## config.mk

```make
export PLATFORM = sky130hd
export DESIGN_NAME = wdt_window
export DESIGN_NICKNAME = d
export VERILOG_FILES = /design/src/rtl/wdt_pkg.sv /design/src/rtl/wdt_prescaler.sv /design/src/rtl/wdt_window.sv
export SDC_FILE = /design/constraint.sdc
export NUM_CORES = 1
export LEC_CHECK = 0
export ABC_AREA = 1
export CAP_MARGIN = 0
export CORE_MARGIN = 3
export CORE_UTILIZATION = 45
export CTS_CLUSTER_SIZE = 40
export DETAILED_ROUTE_END_ITERATION = 12
export PLACE_DENSITY = 0.68
export SYNTH_ARGS = -nofsm -noshare
export SYNTH_HDL_FRONTEND = slang
export SYNTH_SLANG_ARGS = --single-unit
export TNS_END_PERCENT = 10
```

## constraint.sdc

```tcl
create_clock -name clk -period 3.7 [get_ports clk]
set_input_delay 0.37 -clock clk [delete_from_list [all_inputs] [get_ports clk]]
set_output_delay 0.37 -clock clk [all_outputs]
set_load 0.1 [all_outputs]
```

## src/rtl/wdt_pkg.sv

```systemverilog
// Shared types and helpers for the windowed watchdog.
package wdt_pkg;

  typedef enum logic [1:0] {
    IDLE    = 2'd0,
    RUN     = 2'd1,
    BARK    = 2'd2,
    EXPIRED = 2'd3
  } wdt_state_t;

  typedef enum logic [1:0] {
    CAUSE_NONE    = 2'd0,
    CAUSE_TIMEOUT = 2'd1,
    CAUSE_EARLY   = 2'd2
  } wdt_cause_t;

  function automatic int prescale_of(input int clk_hz, input int tick_hz);
    return clk_hz / tick_hz;
  endfunction

endpackage

```

## src/rtl/wdt_prescaler.sv

```systemverilog
// Divides clk down to the watchdog tick; tick marks the cycle in which the divider wraps.
module wdt_prescaler #(
  parameter int PRESCALE = 10
) (
  input  logic clk,
  input  logic rst,
  input  logic run,
  input  logic clr,
  output logic tick
);

  localparam int PW = $clog2(PRESCALE);
  localparam logic [PW-1:0] LAST = PW'(PRESCALE - 1);

  logic [PW-1:0] pre;

  always_ff @(posedge clk) begin
    if (rst || clr || !run) begin
      pre <= '0;
    end else if (pre == LAST) begin
      pre <= '0;
    end else begin
      pre <= pre + PW'(1);
    end
  end

  assign tick = run && (pre == LAST);

endmodule

```

## src/rtl/wdt_window.sv

```systemverilog
// Windowed watchdog: tick counter checked against a latched window, warning level and
// timeout, escalating from a bark interrupt to a latched bite.
module wdt_window
  import wdt_pkg::*;
#(
  parameter int                  CLK_FREQ_HZ = 3_000_000,
  parameter int                  TICK_HZ     = 1_000,
  parameter int                  CNT_WIDTH   = 16,
  parameter int                  ID_WIDTH    = 5,
  parameter logic [ID_WIDTH-1:0] INT_ID      = '0
) (
  input  logic                 clk,
  input  logic                 rst,
  input  logic                 enable,
  input  logic [CNT_WIDTH-1:0] cfg_timeout,
  input  logic [CNT_WIDTH-1:0] cfg_window,
  input  logic [CNT_WIDTH-1:0] cfg_warn,
  input  logic                 kick,
  input  logic                 irq_ack,
  output logic                 tick,
  output logic [CNT_WIDTH-1:0] count,
  output logic                 warn_irq,
  output logic                 bark_irq,
  output logic [ID_WIDTH-1:0]  irq_id,
  output logic [1:0]           cause,
  output logic                 bite,
  output logic [1:0]           state
);

  localparam int PRESCALE = prescale_of(CLK_FREQ_HZ, TICK_HZ);

  wdt_state_t           cur_state, nxt_state;
  wdt_cause_t           cur_cause, nxt_cause;
  logic [CNT_WIDTH-1:0] count_q, nxt_count, count_inc;
  logic [CNT_WIDTH-1:0] lat_timeout, lat_window, lat_warn;
  logic [CNT_WIDTH-1:0] nxt_timeout, nxt_window, nxt_warn_lvl;
  logic                 warn_q, nxt_warn;
  logic                 pre_run, pre_clr, tick_w;
  logic                 expiring, early;

  wdt_prescaler #(.PRESCALE(PRESCALE)) u_prescaler (
    .clk  (clk),
    .rst  (rst),
    .run  (pre_run),
    .clr  (pre_clr),
    .tick (tick_w)
  );

  assign pre_run   = (cur_state == RUN) || (cur_state == BARK);
  assign count_inc = count_q + CNT_WIDTH'(1);
  assign expiring  = tick_w && (count_inc == lat_timeout);
  assign early     = (lat_window != '0) && (count_q < lat_window);

  always_ff @(posedge clk) begin
    if (rst) begin
      cur_state   <= IDLE;
      cur_cause   <= CAUSE_NONE;
      count_q     <= '0;
      warn_q      <= 1'b0;
      lat_timeout <= '0;
      lat_window  <= '0;
      lat_warn    <= '0;
    end else begin
      cur_state   <= nxt_state;
      cur_cause   <= nxt_cause;
      count_q     <= nxt_count;
      warn_q      <= nxt_warn;
      lat_timeout <= nxt_timeout;
      lat_window  <= nxt_window;
      lat_warn    <= nxt_warn_lvl;
    end
  end

  // RUN decisions follow strict priority: disarm, early kick, legal kick, tick.
  always_comb begin
    nxt_state    = cur_state;
    nxt_cause    = cur_cause;
    nxt_count    = count_q;
    nxt_warn     = warn_q;
    nxt_timeout  = lat_timeout;
    nxt_window   = lat_window;
    nxt_warn_lvl = lat_warn;
    pre_clr      = 1'b0;
    case (cur_state)
      IDLE: begin
        nxt_count = '0;
        if (enable) begin
          nxt_state    = RUN;
          nxt_timeout  = (cfg_timeout == '0) ? CNT_WIDTH'(1) : cfg_timeout;
          nxt_window   = cfg_window;
          nxt_warn_lvl = cfg_warn;
        end
      end
      RUN: begin
        if (!enable) begin
          nxt_state = IDLE;
          nxt_count = '0;
          nxt_warn  = 1'b0;
          pre_clr   = 1'b1;
        end else if (kick && early) begin
          nxt_state = BARK;
          nxt_cause = CAUSE_EARLY;
          nxt_count = '0;
        end else if (kick) begin
          nxt_count = '0;
          nxt_warn  = 1'b0;
          pre_clr   = 1'b1;
        end else if (expiring) begin
          nxt_state = BARK;
          nxt_cause = CAUSE_TIMEOUT;
          nxt_count = '0;
        end else if (tick_w) begin
          nxt_count = count_inc;
          if ((lat_warn != '0) && (count_inc == lat_warn)) begin
            nxt_warn = 1'b1;
          end
        end
      end
      BARK: begin
        if (irq_ack) begin
          nxt_state = RUN;
          nxt_cause = CAUSE_NONE;
          nxt_count = '0;
          nxt_warn  = 1'b0;
          pre_clr   = 1'b1;
        end else if (expiring) begin
          nxt_state = EXPIRED;
          nxt_count = '0;
        end else if (tick_w) begin
          nxt_count = count_inc;
        end
      end
      default: begin
      end
    endcase
  end

  assign tick     = tick_w;
  assign count    = count_q;
  assign warn_irq = warn_q;
  assign bark_irq = (cur_state == BARK) || (cur_state == EXPIRED);
  assign irq_id   = bark_irq ? INT_ID : '0;
  assign cause    = cur_cause;
  assign bite     = (cur_state == EXPIRED);
  assign state    = cur_state;

endmodule

```

==> impl_metrics.csv, run 1 <==
group,metric,value,unit
grt,grt_remaining_overflow,0,
job,max-cap-violations,0,
layout,n_fill_cell,1088,
worst_setup_path,timing_worst_setup_path_type,"reg -> reg",
logic_synthesis,synth_cells,794,
power,power,3.637,mW
worst_setup_path,end_kind,"flip-flop",
sta,whs,0.4389,ns
sta,min_period,2.878,ns
power,p_leak,2.701,nW
logic_synthesis,synth_xor_area_frac,0.01841,
clock_tree,htree_levels,3,
clock_tree,clk_latency,0.35,ns
sta,hold_viol,0,
worst_setup_path,worstSetupStartpointType,"flip-flop",
grt,antenna_found_initial,0,
clock_tree,cts.repair.resized,0,
layout,layout-drive-gt1-share,0.07292,
clock_tree,cts_tree,"done",
logic_synthesis,synth_area_per_cell,6.592,um^2
die,io_pins,82,
min_path,min_path_type,"reg -> reg",
die,initial_core_util,0.4724,
logic_synthesis,synth_area_leader_cell,"dfxtp_1",
logic_synthesis,yosysTopAreaCellShare,0.3098,
logic_synthesis,synth_top_family_by_area,"simple AND/OR/NAND/NOR gates",
worst_setup_path,rrSetupSlack,0.82,ns
clock_tree,clockBufferDepth,2,
logic_synthesis,yosysWarnings,0,
grt,grt_pass1_wl,25730,um
sta,tns,0,ns
layout,layout.nets,935,
power,powerDensity,571.5,nW/um^2
routing,wire_per_inst,15.93,um
logic_synthesis,synth.area.top_cells,"dfxtp_1, nand2_1, nand3_1, inv_1, a21oi_1",
grt,grt_max_degree,45,
clock_tree,cts_sinks,81,
routing,dr.pass1.iters,5,
placement,hpwl,12580,um
sta,relSlewSlack,0.3311,
worst_setup_path,cp.arrival,3.16,ns
layout,num_antenna_cells,0,
routing,wl_met2,7693,um
logic_synthesis,synth_common_cells,"nand2_1, inv_1, nor2_1",
routing,totalWireLength,15990,um
clock_tree,cts_hold_buffers,0,
sta,finalSetupViolCount,0,
sta,slew_viol_final,0,
sta,rsz0062_at_grt,"false",
worst_setup_path,path_max_fanout,11,
logic_synthesis,synth-compound-area-share,0.1454,
logic_synthesis,muxShareOfSynthArea,0,
logic_synthesis,ys_ff_latch,81,
logic_synthesis,synth.distinct_cells,39,
routing,drt_iter0_drc,464,
placement,port_buffers,76,
logic_synthesis,synth.most_common_cell,"nand2_1",
logic_synthesis,syn_area,5234,um^2
logic_synthesis,yosysSeqAreaShare,0.3098,
layout,synthToLayoutAreaGrowth,21.59,%
die,std_cell_rows,38,
sta,worstMarginPinSlew,1.002,ns
logic_synthesis,synth_edf_count,0,
routing,vias,5550,
routing,met3_length,864,um
die,die_h,113.8,um
die,die_area,12960,um^2
logic_synthesis,synthArstFlopShare,0,
die,die_w,113.8,um
grt,grtUsageTotal,0.2519,
sta,post-route-period-util,0.7779,
die,coreArea,11080,um^2
worst_setup_path,cp.required,3.99,ns
logic_synthesis,synth_fa_ha_area_frac,0.05498,
routing,top_layer,"met4",
clock_tree,post_cts_buffers,0,
routing,antenna_left,0,
placement,gp_congestion,1.002,
routing,remaining_drc_errors,0,
run_status,outcome,"finished clean",
clock_tree,clk_root_buffer_cell,"clkbuf_16",
sta,fmax,347.4,MHz
grt,grt_pass1_vias,5226,
clock_tree,cts_buffers,9,
logic_synthesis,synth_ff_type,"dfxtp_1",
routing,wl_met1,6937,um
sta,skew,0.008820,ns
clock_tree,clk_pin_slew,0.06,ns
power,ir_worst_vdd,752.2,uV
routing,vias_per_cell,5.528,
logic_synthesis,yosys.area_share.simple,0.3770,
## final cells by class
cell class	instances	area, um^2	share of cell area
Tap cell	140	175.2	0.02753
Timing Repair Buffer	80	788.3	0.1239
Sequential cell	81	1622	0.2548
Multi-Input combinational cell	596	3139	0.4933
Clock buffer	11	242.7	0.03814
Clock inverter	5	55.05	0.008651
Inverter	91	341.6	0.05368
## metrics by stage
stage | instances | setup slack [ns] | util | area (um^2)
6_report | 1004 | 0.8216 | 0.5744 | 6364
5_1_grt | 1004 | 0.5071 | 0.5744 | 6364
4_1_cts | 1004 | 0.8543 | 0.5744 | 6364
3_5_place_dp | 988 | 0.8748 | 0.5475 | 6066
3_3_place_gp | 988 | 0.9327 | 0.5475 | 6066
2_1_floorplan | 798 | 0.3157 | - | 5249
## worst paths after layout
| path | from | end | cells after the start |
|---|---|---|---|
| max reg2reg | count[0]$_SDFFE_PP0P_ | warn_irq$_SDFFE_PP0P_ | 17 |
| max | count[0]$_SDFFE_PP0P_ | warn_irq$_SDFFE_PP0P_ | 17 |
| min | u_prescaler.pre[0]$_SDFF_PP0_ | u_prescaler.pre[0]$_SDFF_PP0_ | 1 |
| min reg2reg | u_prescaler.pre[0]$_SDFF_PP0_ | u_prescaler.pre[0]$_SDFF_PP0_ | 1 |
## layout by cell type (no fill, tap or decap), types with 8 or more instances in the layout
| master | count |
|---|---|
| nand2_1 | 182 |
| inv_1 | 89 |
| nor2_1 | 85 |
| dfxtp_1 | 81 |
| clkdlybuf4s50_1 | 75 |
| nand3_1 | 71 |
| a21oi_1 | 66 |
| o21ai_0 | 40 |
| ha_1 | 23 |
| nand4_1 | 17 |
| nand2_2 | 13 |
| a211oi_1 | 10 |
| nor4_1 | 9 |
| clkbuf_16 | 9 |
| nor2_2 | 8 |
| nand3b_1 | 8 |
| o22ai_1 | 8 |
## logic make-up (layout without fill, tap and decap cells)
| logic type | after synthesis | after routing |
|---|---|---|
| fa+ha+maj | 23 | 23 |
| buf+inv | 121 | 187 |
| compound gates | 136 | 136 |
| simple gates | 421 | 421 |
| flops | 81 | 81 |
| other cells | 1 | 5 |
| xor+xnor | 11 | 11 |
## layer usage
metal,global-route usage,up-vias
met3,0.04721,35
met1,0.3242,2583
met5,0,-
met4,0.1037,0
li1,-,2752
met2,0.4154,180
## sequential cells by signal, summed over array words and instances, names as in the netlist
name             count
warn_irq             1
lat_warn            16
u_prescaler.pre     12
lat_timeout         16
cause                2
count               16
state                2
lat_window          16
## report_power, final
part	switching [mW]	leakage [nW]	total (mW)	internal, mW
clock	0.362	0.142	0.900	0.539
combinational	1.05	1.90	1.53	0.487
sequential	0.145	0.664	1.20	1.06
## critical path, cell delays in order (launching register included)
cell	delay, ns
dfxtp_1	0.51
ha_1	0.24
nand2_1	0.12
nor2_2	0.48
nand2_1	0.14
nand2_1	0.10
nand2_1	0.12
nand2_1	0.08
nand2_1	0.05
nor2_1	0.11
nand3_1	0.08
nor2_1	0.17
nand3_1	0.16
o21ai_2	0.18
nand3_1	0.08
nand2_1	0.07
inv_1	0.03
nor2_1	0.08
Note: power is estimated with default switching activity, not from simulation.
==> run 2, diff against run 1 <==
==> constraint.sdc (replaced) <==
create_clock -name clk -period 2.95 [get_ports clk]
set_input_delay 0.295 -clock clk [delete_from_list [all_inputs] [get_ports clk]]
set_output_delay 0.295 -clock clk [all_outputs]
set_load 0.1 [all_outputs]
==> impl_metrics.csv, run 2 (synthesis gave the netlist of run 1 again) <==
group,metric,value,unit
run_status,outcome,"finished clean",
sta,tns,0,ns
clock_tree,clk_pin_slew,0.06,ns
clock_tree,cts_hold_buffers,0,
worst_setup_path,cp.required,3.21,ns
clock_tree,clockBufferDepth,2,
worst_setup_path,end_kind,"flip-flop",
die,io_pins,82,
routing,wire_per_inst,15.68,um
placement,placed_area,6111,um^2
sta,fmax,387.9,MHz
layout,num_antenna_cells,0,
worst_setup_path,timing_worst_setup_path_type,"reg -> reg",
placement,hpwl,12730,um
sta,min_period,2.578,ns
clock_tree,cts_sinks,81,
grt,grtUsageTotal,0.2505,
sta,post-route-period-util,0.8739,
routing,vias_per_cell,5.367,
die,die_area,12960,um^2
routing,antenna_left,0,
layout,synthToLayoutAreaGrowth,23.17,%
layout,layout.nets,947,
placement,port_buffers,76,
layout,layout-drive-gt1-share,0.1130,
clock_tree,cts_buffers,9,
sta,rsz0062_at_grt,"false",
clock_tree,cts.repair.resized,0,
grt,antenna_found_initial,0,
power,ir_worst_vdd,1137,uV
sta,skew,0.006308,ns
clock_tree,htree_levels,3,
clock_tree,post_cts_buffers,0,
layout,final_area,6446,um^2
clock_tree,cts_tree,"done",
sta,slew_viol_final,0,
grt,grt_pass1_vias,5275,
routing,remaining_drc_errors,0,
routing,totalWireLength,15930,um
grt,grt_remaining_overflow,0,
die,coreArea,11080,um^2
grt,grt_pass1_wl,25600,um
power,power,4.644,mW
clock_tree,clk_root_buffer_cell,"clkbuf_16",
sta,finalSetupViolCount,0,
layout,layout_commonest_cell,"nand2_1",
die,die_w,113.8,um
routing,dr.pass1.iters,4,
worst_setup_path,worstSetupStartpointType,"flip-flop",
layout,final_cell_mix,"nand2_1, inv_1, nor2_1",
die,initial_core_util,0.4724,
worst_setup_path,cp.arrival,2.84,ns
routing,vias,5453,
die,die_h,113.8,um
sta,hold_viol,0,
clock_tree,clk_latency,0.35,ns
die,std_cell_rows,38,
routing,drt_iter0_drc,367,
placement,gp_congestion,0.9477,
job,max-cap-violations,0,
sta,relSlewSlack,0.5420,
min_path,min_path_type,"reg -> reg",
sta,whs,0.4568,ns
sta,worstMarginPinSlew,0.6869,ns
placement,place_inst,1000,
power,p_leak,2.834,nW
layout,finalNonFillerCells,1016,
worst_setup_path,path_max_fanout,12,
power,powerDensity,720.4,nW/um^2
grt,grt_max_degree,45,
run 2: cell types whose count changed in the layout (fill, tap and decap cells not counted):
cell and change:
buf_12 +1, buf_4 +34, bufinv_16 +1, clkbuf_1 -1, clkdlybuf4s50_1 -23, clkinv_2 -1
clkinv_4 +3, clkinvlp_4 -2, nor2_2 -1, nor2_4 +1
run 2: worst max-delay path, cell delays in order (launching register included):
cell and delay [ns]:
dfxtp_1 0.57, ha_1 0.32, a21oi_1 0.14, o21ai_0 0.10
a21oi_1 0.35, nand3_1 0.18, nand3_1 0.11, nand4_1 0.41
nor3b_1 0.31
run 2: area by class of cell:
class	instances	area, um^2
Sequential cell	81	1622
Inverter	91	341.6
Clock buffer	10	239.0
Clock inverter	6	91.34
Tap cell	140	175.2
Multi-Input combinational cell	596	3144
Timing Repair Buffer	92	833.3
Fill cell	1047	4632
run 2: power breakdown:
| group | switching [mW] | internal (mW) | leakage, nW | total (mW) |
|---|---|---|---|---|
| Sequential | 0.182 | 1.33 | 0.664 | 1.51 |
| Combinational | 1.29 | 0.603 | 2.01 | 1.90 |
| Clock | 0.472 | 0.767 | 0.163 | 1.24 |
| Total | 1.95 | 2.70 | 2.83 | 4.64 |
run 2: worst paths after layout:
kind | start | end | slack (ns) | depth (start not counted)
worst max-delay path | count[9]$_SDFFE_PP0P_ | u_prescaler.pre[3]$_SDFF_PP0_ | 0.37 | 8
worst min-delay path | u_prescaler.pre[0]$_SDFF_PP0_ | u_prescaler.pre[0]$_SDFF_PP0_ | 0.46 | 1
worst max register to register | count[9]$_SDFFE_PP0P_ | u_prescaler.pre[3]$_SDFF_PP0_ | 0.37 | 8
worst min register to register | u_prescaler.pre[0]$_SDFF_PP0_ | u_prescaler.pre[0]$_SDFF_PP0_ | 0.46 | 1
run 2: per-stage QoR:
| stage | util | setup WS (ns) |
|---|---|---|
| CTS | 0.5814 | 0.2527 |
| global placement | 0.5516 | 0.3078 |
| detailed placement | 0.5516 | 0.2743 |
| floorplan | - | -0.09216 |
| finish | 0.5819 | 0.3720 |
| global route | 0.5819 | 0.1872 |
run 2: routing by layer:
layer  GRT usage  vias to the layer above  share of wire
met3     0.05146                       40          0.047
met2      0.4240                      123           0.49
li1            -                     2774              -
met1      0.3086                     2516           0.43
met5           0                        -              0
met4      0.1077                        0          0.029
==> run 3, diff against run 2 <==
--- a/config.mk
+++ b/config.mk
@@ -11,7 +11,7 @@
 export CORE_UTILIZATION = 45
 export CTS_CLUSTER_SIZE = 40
 export DETAILED_ROUTE_END_ITERATION = 12
-export PLACE_DENSITY = 0.68
+export PLACE_DENSITY = 0.73
 export SYNTH_ARGS = -nofsm -noshare
 export SYNTH_HDL_FRONTEND = slang
 export SYNTH_SLANG_ARGS = --single-unit
==> impl_metrics.csv, run 3 (synthesis gave the netlist of run 1 again) <==
group,metric,value,unit
grt,grt_pass1_vias,4974,
layout,finalNonFillerCells,1016,
routing,vias_per_cell,5.418,
clock_tree,clk_pin_slew,0.06,ns
worst_setup_path,cp.arrival,2.91,ns
clock_tree,clk_latency,0.34,ns
sta,min_period,2.671,ns
routing,totalWireLength,15490,um
worst_setup_path,end_kind,"flip-flop",
grt,grt_max_degree,27,
worst_setup_path,cp_num_buf_inv,1,
power,powerDensity,721.8,nW/um^2
placement,gp_congestion,0.9925,
die,die_area,12960,um^2
run_status,outcome,"finished clean",
die,coreArea,11080,um^2
clock_tree,cts_hold_buffers,0,
clock_tree,cts.repair.resized,0,
sta,rsz0062_at_grt,"false",
worst_setup_path,critPathTopFamily,"simple AND/OR/NAND/NOR gates",
worst_setup_path,worstSetupStartpointType,"flip-flop",
clock_tree,cts_tree,"done",
sta,whs,0.4526,ns
worst_setup_path,cp_common_cell,"nand2_1",
die,std_cell_rows,38,
placement,port_buffers,76,
worst_setup_path,cp.required,3.19,ns
sta,fmax,374.4,MHz
routing,remaining_drc_errors,0,
placement,place_inst,1000,
min_path,min_path_type,"reg -> reg",
power,p_leak,2.826,nW
sta,worst_slack,0.2789,ns
layout,layout_commonest_cell,"nand2_1",
worst_setup_path,timing_worst_setup_path_type,"reg -> reg",
layout,synthToLayoutAreaGrowth,22.78,%
clock_tree,clockBufferDepth,2,
layout,layout-drive-gt1-share,0.1130,
layout,final_area,6426,um^2
routing,dr.pass1.iters,5,
grt,antenna_found_initial,0,
routing,wire_per_inst,15.25,um
grt,grt_remaining_overflow,0,
sta,relSlewSlack,0.5402,
die,die_h,113.8,um
job,max-cap-violations,0,
grt,grt_pass1_wl,24520,um
placement,hpwl,12080,um
routing,drt_iter0_drc,355,
placement,placed_area,6111,um^2
layout,final_cell_mix,"nand2_1, inv_1, nor2_1",
layout,num_antenna_cells,0,
grt,grtUsageTotal,0.2378,
clock_tree,cts_sinks,81,
clock_tree,clk_root_buffer_cell,"clkbuf_16",
worst_setup_path,slowest_stage,"dfxtp_1",
layout,layout.nets,947,
worst_setup_path,worstPathCellList,"ha_1, nand2_1, nor2_2, buf_4, nand3_1, nand3b_1, nand2_1, nor2_1, nand2_2, nor2_4, nand3_4, nand3_1, nand2_1, a21oi_1, nor2_1",
power,power,4.639,mW
sta,finalSetupViolCount,0,
worst_setup_path,rrSetupSlack,0.28,ns
placement,place_ws,0.3079,ns
sta,skew,0.006565,ns
routing,vias,5505,
die,initial_core_util,0.4724,
clock_tree,cts_buffers,9,
worst_setup_path,path_max_fanout,11,
sta,hold_viol,0,
sta,slew_viol_final,0,
power,ir_worst_vdd,800.4,uV
sta,worstMarginPinSlew,0.6898,ns
die,io_pins,82,
clock_tree,htree_levels,3,
die,die_w,113.8,um
sta,post-route-period-util,0.9055,
clock_tree,post_cts_buffers,0,
routing,antenna_left,0,
worst_setup_path,slowest_delay,0.52,ns
-- run 3: metal layers --
metal	vias to the layer above	share of wire	wire length, um	GRT usage
met5	-	0	0	0
met3	42	0.066	1029	0.05782
li1	2776	-	-	-
met1	2496	0.44	6875	0.3010
met4	0	0.029	448	0.08314
met2	191	0.46	7136	0.3958
-- run 3: stage by stage --
step	utilization	setup TNS, ns
after floorplan	-	-0.3181
after global placement	0.5516	0
after detailed placement	0.5516	0
after CTS	0.5801	0
after global routing	0.5801	0
final	0.5801	0
-- run 3: report_power, final --
part | total (mW) | switching (mW) | leakage (nW) | internal, mW
combinational | 1.95 | 1.32 | 2.00 | 0.629
sequential | 1.51 | 0.182 | 0.664 | 1.33
clock | 1.18 | 0.459 | 0.159 | 0.725
total | 4.64 | 1.96 | 2.83 | 2.68
-- run 3: cell type report --
type / instances / area, um^2
Inverter: 91 / 341.6
Fill cell: 1099 / 4652
Multi-Input combinational cell: 596 / 3139
Clock buffer: 12 / 266.5
Sequential cell: 81 / 1622
Timing Repair Buffer: 92 / 833.3
Tap cell: 140 / 175.2
Clock inverter: 4 / 48.80
-- run 3: worst paths after layout --
path,startpoint,end,cells past startpoint
min,u_prescaler.pre[0]$_SDFF_PP0_,u_prescaler.pre[0]$_SDFF_PP0_,1
min reg2reg,u_prescaler.pre[0]$_SDFF_PP0_,u_prescaler.pre[0]$_SDFF_PP0_,1
max reg2reg,count[0]$_SDFFE_PP0P_,cause[0]$_SDFFE_PP0P_,15
max,count[0]$_SDFFE_PP0P_,cause[0]$_SDFFE_PP0P_,15
